<file path="src/rtl/iir_frame_ctrl.sv">
// iir_frame_ctrl: streams one frame from input RAM through the biquad cascade into output RAM,
// clearing cascade state first and bounding the drain with an idle watchdog.
module iir_frame_ctrl #(
    parameter int FRAME_LEN  = 2048,
    parameter int ADDR_W     = 11,
    parameter int DATA_W     = 24,
    parameter int CLR_CYCLES = 8,
    parameter int TIMEOUT    = 64
) (
    input  logic                     clk,
    input  logic                     rst,
    input  logic                     start,
    output logic                     ram_rd_en,
    output logic [ADDR_W-1:0]        ram_rd_addr,
    input  logic signed [DATA_W-1:0] ram_rd_data,
    output logic                     filt_clr,
    output logic                     filt_en,
    output logic signed [DATA_W-1:0] filt_in_data,
    output logic                     filt_in_valid,
    input  logic signed [DATA_W-1:0] filt_out_data,
    input  logic                     filt_out_valid,
    output logic                     ram_wr_en,
    output logic [ADDR_W-1:0]        ram_wr_addr,
    output logic signed [DATA_W-1:0] ram_wr_data,
    output logic                     busy,
    output logic                     filter_done,
    output logic                     timeout_err
);
    localparam int CW = $clog2(CLR_CYCLES + 1);
    localparam int WW = $clog2(TIMEOUT + 1);
    localparam logic [ADDR_W:0]   FLEN     = (ADDR_W + 1)'(FRAME_LEN);
    localparam logic [ADDR_W:0]   FLEN_M1  = (ADDR_W + 1)'(FRAME_LEN - 1);
    localparam logic [ADDR_W-1:0] RD_LAST  = ADDR_W'(FRAME_LEN - 1);
    localparam logic [CW-1:0]     CLR_LAST = CW'(CLR_CYCLES - 1);
    localparam logic [WW-1:0]     WD_LAST  = WW'(TIMEOUT - 1);

    typedef enum logic [2:0] {IDLE, CLEAR, FEED, DRAIN, DONE} state_t;

    state_t          state;
    logic [ADDR_W:0] out_cnt;
    logic [CW-1:0]   clr_cnt;
    logic [WW-1:0]   wd_cnt;
    logic            cap;
    logic            last_out;

    // RAM read data arrives registered, so it is forwarded while its valid is up
    assign filt_in_data = filt_in_valid ? ram_rd_data : '0;
    assign cap          = filt_out_valid && (state == FEED || state == DRAIN) && out_cnt < FLEN;
    assign last_out     = cap && out_cnt == FLEN_M1;

    always_ff @(posedge clk) begin
        if (rst) begin
            state         <= IDLE;
            ram_rd_en     <= 1'b0;
            ram_rd_addr   <= '0;
            filt_clr      <= 1'b0;
            filt_en       <= 1'b0;
            filt_in_valid <= 1'b0;
            ram_wr_en     <= 1'b0;
            ram_wr_addr   <= '0;
            ram_wr_data   <= '0;
            busy          <= 1'b0;
            filter_done   <= 1'b0;
            timeout_err   <= 1'b0;
            out_cnt       <= '0;
            clr_cnt       <= '0;
            wd_cnt        <= '0;
        end else begin
            filt_in_valid <= ram_rd_en;
            ram_wr_en     <= cap;
            filter_done   <= 1'b0;
            if (cap) begin
                ram_wr_addr <= out_cnt[ADDR_W-1:0];
                ram_wr_data <= filt_out_data;
                out_cnt     <= out_cnt + 1'b1;
            end
            case (state)
                IDLE: if (start) begin
                    state       <= CLEAR;
                    busy        <= 1'b1;
                    filt_clr    <= 1'b1;
                    timeout_err <= 1'b0;
                    clr_cnt     <= '0;
                    out_cnt     <= '0;
                end
                CLEAR: if (clr_cnt == CLR_LAST) begin
                    state       <= FEED;
                    filt_clr    <= 1'b0;
                    filt_en     <= 1'b1;
                    ram_rd_en   <= 1'b1;
                    ram_rd_addr <= '0;
                end else begin
                    clr_cnt <= clr_cnt + 1'b1;
                end
                FEED: if (ram_rd_addr == RD_LAST) begin
                    state     <= DRAIN;
                    ram_rd_en <= 1'b0;
                    wd_cnt    <= '0;
                end else begin
                    ram_rd_addr <= ram_rd_addr + 1'b1;
                end
                DRAIN: if (filt_out_valid) begin
                    wd_cnt <= '0;
                end else if (wd_cnt == WD_LAST) begin
                    state       <= DONE;
                    timeout_err <= 1'b1;
                    filter_done <= 1'b1;
                    filt_en     <= 1'b0;
                end else begin
                    wd_cnt <= wd_cnt + 1'b1;
                end
                DONE: begin
                    state <= IDLE;
                    busy  <= 1'b0;
                end
                default: state <= IDLE;
            endcase
            // a final output wins over a simultaneous watchdog expiry
            if (last_out) begin
                state       <= DONE;
                filter_done <= 1'b1;
                filt_en     <= 1'b0;
                ram_rd_en   <= 1'b0;
            end
        end
    end
endmodule

</file>
<file path="config.mk">
export PLATFORM = sky130hd
export DESIGN_NAME = iir_frame_ctrl
export DESIGN_NICKNAME = d
export VERILOG_FILES = /design/src/rtl/iir_frame_ctrl.sv
export SDC_FILE = /design/constraint.sdc
export NUM_CORES = 1
export LEC_CHECK = 0
export CAP_MARGIN = 20
export CORE_ASPECT_RATIO = 0.8
export CORE_MARGIN = 2
export CORE_UTILIZATION = 49
export CTS_BUF_LIST = sky130_fd_sc_hd__clkbuf_8
export DETAILED_ROUTE_END_ITERATION = 8
export GPL_TIMING_DRIVEN = 0
export PLACE_DENSITY = 0.92
export SETUP_SLACK_MARGIN = 0.05
export SLEW_MARGIN = 20
export SYNTH_ARGS = -nofsm -noshare
export SYNTH_HDL_FRONTEND = slang
export SYNTH_SLANG_ARGS = --single-unit
</file>
<file path="constraint.sdc">
create_clock -name clk -period 2.72 [get_ports clk]
set_input_delay 0.408 -clock clk [delete_from_list [all_inputs] [get_ports clk]]
set_output_delay 0.408 -clock clk [all_outputs]
set_load 0.02 [all_outputs]
</file>
==> results_dict.tcl <==
set metrics [dict create \
    status "completed" \
    gp_congestion 0.926 \
    antenna_found_initial 0 \
    cts_made_buffers 9 \
    yosysSeqAreaShare_pct 46.5 \
    holdPathEnd "ram_wr_data[9]" \
    reg2reg_from "state[2]" \
    ctsHoldBuffers 0 \
    cts_resized 0 \
    fillCellCount 472 \
    drt_iter0_drc 213 \
    viasPerCell 5.38 \
    clk_path_buf_depth 2 \
    critical_path.top_delay_family "buffers and inverters" \
    initial_core_util_pct 50.3 \
    synth_cells 409 \
    die_h_um 79.0 \
    synth-async-reset-ratio_pct 0 \
    rsz0062_at_grt "false" \
    worstSetupStartpointType "flop" \
    hold_slack_ns 0.458 \
    num_rows 27 \
    ioPinCount 130 \
    drv_cap 0 \
    p_leak_uw 0.00172 \
    ys_top_cells_by_count "86 x nand2_1, 80 x dfxtp_1, 54 x a21oi_1, 33 x nor2_1, 24 x and2_1" \
    core-area_um2 6860 \
    r2r_slack_ns 0.69 \
    die_w_um 97.8 \
    max_slew.worst_pin.slew_ns 0.729 \
    final_cell_count_no_fill 639 \
    setup.worst_path.class "reg -> out" \
    synth-edff-count 0 \
    crit_slowest_cell "clkdlybuf4s50_1" \
    hp-class "reg -> reg" \
    final_util_pct 73.7 \
    yosys-top-cells-area "dfxtp_1 46%, nand2_1 9.4%, a21oi_1 7.8%" \
    finalCriticalPeriod_ns 2.21 \
    finalSetupViolCount 0 \
    cts_tree "done" \
    clockRootBuffer "clkbuf_8" \
    synth_top_area_cell "dfxtp_1" \
    fin_crit_sh_pct 81.4 \
    crit_path_end_kind "output port" \
    hold_start "ram_wr_data[9]" \
    vias 3436 \
    crit_arrival_ns 1.81 \
    ys.flop_type "dfxtp_1" \
    remaining_drc_errors 0 \
    powerDensity_nw_per_um2 462 \
    wl_um 9420 \
    yosys_warnings 0 \
    dp.cells 624 \
    cts.htree.levels 3 \
    globalRoute.totalOverflow 0 \
    crit_chain "clkbuf_1, and2_1, clkdlybuf4s50_1" \
    yosysMostFrequentCell "nand2_1" \
    skew_ns 0.00956 \
    insertion_delay_ns 0.35 \
    clkSlewWorstSetupHoldPaths_ns 0.08 \
    final_layout_size_suffix_gt1_share_pct 5.62 \
    total_power_uw 2330 \
    max_clock_freq_ghz 0.452 \
    max_stage_delay_ns 0.61 \
    cp.required_ns 2.31 \
    r2r_end "ram_wr_addr[4]" \
    io_buffers 128 \
    dp_hpwl_um 6840 \
    ant_nets 0 \
    multi_input_area_um2 1720 \
    areaGrowthSynthToFinish_pct 46.6 \
    cts_sinks 80 \
    worstPathMaxFanout 10 \
    synth.avg_cell_area_um2 8.43 \
    rr_worst_depth 6 \
    seq_area_um2 1600 \
    ir_drop_uv 367 \
    hold_viol_final 0 \
    n_antenna_cell 0 \
    hold_depth 2 \
    critPathBufInv 2 \
    grt_start_max_net_pins 15 \
    die_area_um2 7730 \
    synth_fp_nets 465 \
    wl_per_cell_um 14.7 \
    finalMaxSlewViolations 0 \
    drtPass1Iterations 5 \
    grt_pass1_vias 3367 \
    fin_nets 604 \
    yosysTopAreaCellShare_pct 46.5 \
    syn-cell-area_um2 3450 \
    grt_pass1_wl_um 15200 \
    fin_tns_setup_ns 0 \
    slew_headroom_pct 51.3 \
    ys_ff_latch 80 \
    synth_cell_types 51 \
    gr-usage-all-layers_pct 24.4 \
    cts_setup_buffers 0 \
]
sequential cells by signal (all words and copies together), names as in the netlist, 3 cells and up:
name         count
wd_cnt           7
ram_wr_addr     11
state            3
ram_rd_addr     11
ram_wr_data     24
clr_cnt          4
out_cnt         12
layout by cell type (no fill, tap or decap), drive strengths merged, types with 9 or more instances in the layout:
cell type,instances
clkdlybuf4s50,128
nand2,86
dfxtp,80
a21oi,54
nor2,33
clkbuf,25
and2,24
xnor2,12
nand3,10
buf,9
power by group:
| group | internal [µW] | switching [µW] | leakage (µW) |
|---|---|---|---|
| sequential | 1180 | 6.63 | 0.000645 |
| combinational | 101 | 82.1 | 0.000969 |
| clock | 518 | 445 | 0.000102 |
layer usage:
| metal | global-route usage (%) | share of wire (%) | vias to the layer above |
|---|---|---|---|
| li1 | - | - | 1675 |
| met1 | 26.6 | 39 | 1569 |
| met2 | 43.2 | 50 | 165 |
| met3 | 8.89 | 8.8 | 27 |
| met4 | 10.4 | 2.2 | 0 |
| met5 | 0 | 0 | - |
cells by family after synthesis:
family	share of synthesized area, %
AO/OA/AOI/OAI	14.8
XOR/XNOR	4.83
adder cells (fa/ha/maj)	1.45
buffers and inverters	3.77
flip-flops	46.5
multiplexers	0.617
AND/OR/NAND/NOR	28.1
worst max-delay path by stage:
stage	cells after the start	end	start
floorplan	6	state[0]	ram_rd_addr[0]
global placement	6	wd_cnt[0]	filt_out_valid
detailed placement	6	ram_wr_data[2]	filt_out_valid
CTS	3	filt_in_data[15]	filt_in_valid
global route	3	filt_in_data[15]	filt_in_valid
finish	3	filt_in_data[15]	filt_in_valid
per-stage QoR:
step / instance area [µm²] / setup slack [ns]
after floorplan: 3450 / 0.862
after global routing: 5050 / 0.338
after detailed placement: 4840 / 0.312
final: 5050 / 0.505
after global placement: 4840 / 0.387
after CTS: 5050 / 0.469
worst register-to-register path, stage by stage, from the launching register on:
cell and delay (ns):
dfxtp_1 0.32, buf_6 0.13, and4bb_2 0.32, clkbuf_1 0.46
buf_1 0.43, nand2_1 0.15, a21oi_1 0.15
final cells by class:
cell class	count	share of cell area [%]
multi-input combinational	299	33.9
sequential	80	31.7
timing repair buffer	128	25.4
clock buffer	9	2.45
buffer	25	2.20
tap	87	2.15
clock inverter	6	1.83
inverter	5	0.371
Note: power is estimated with default switching activity, not from simulation.
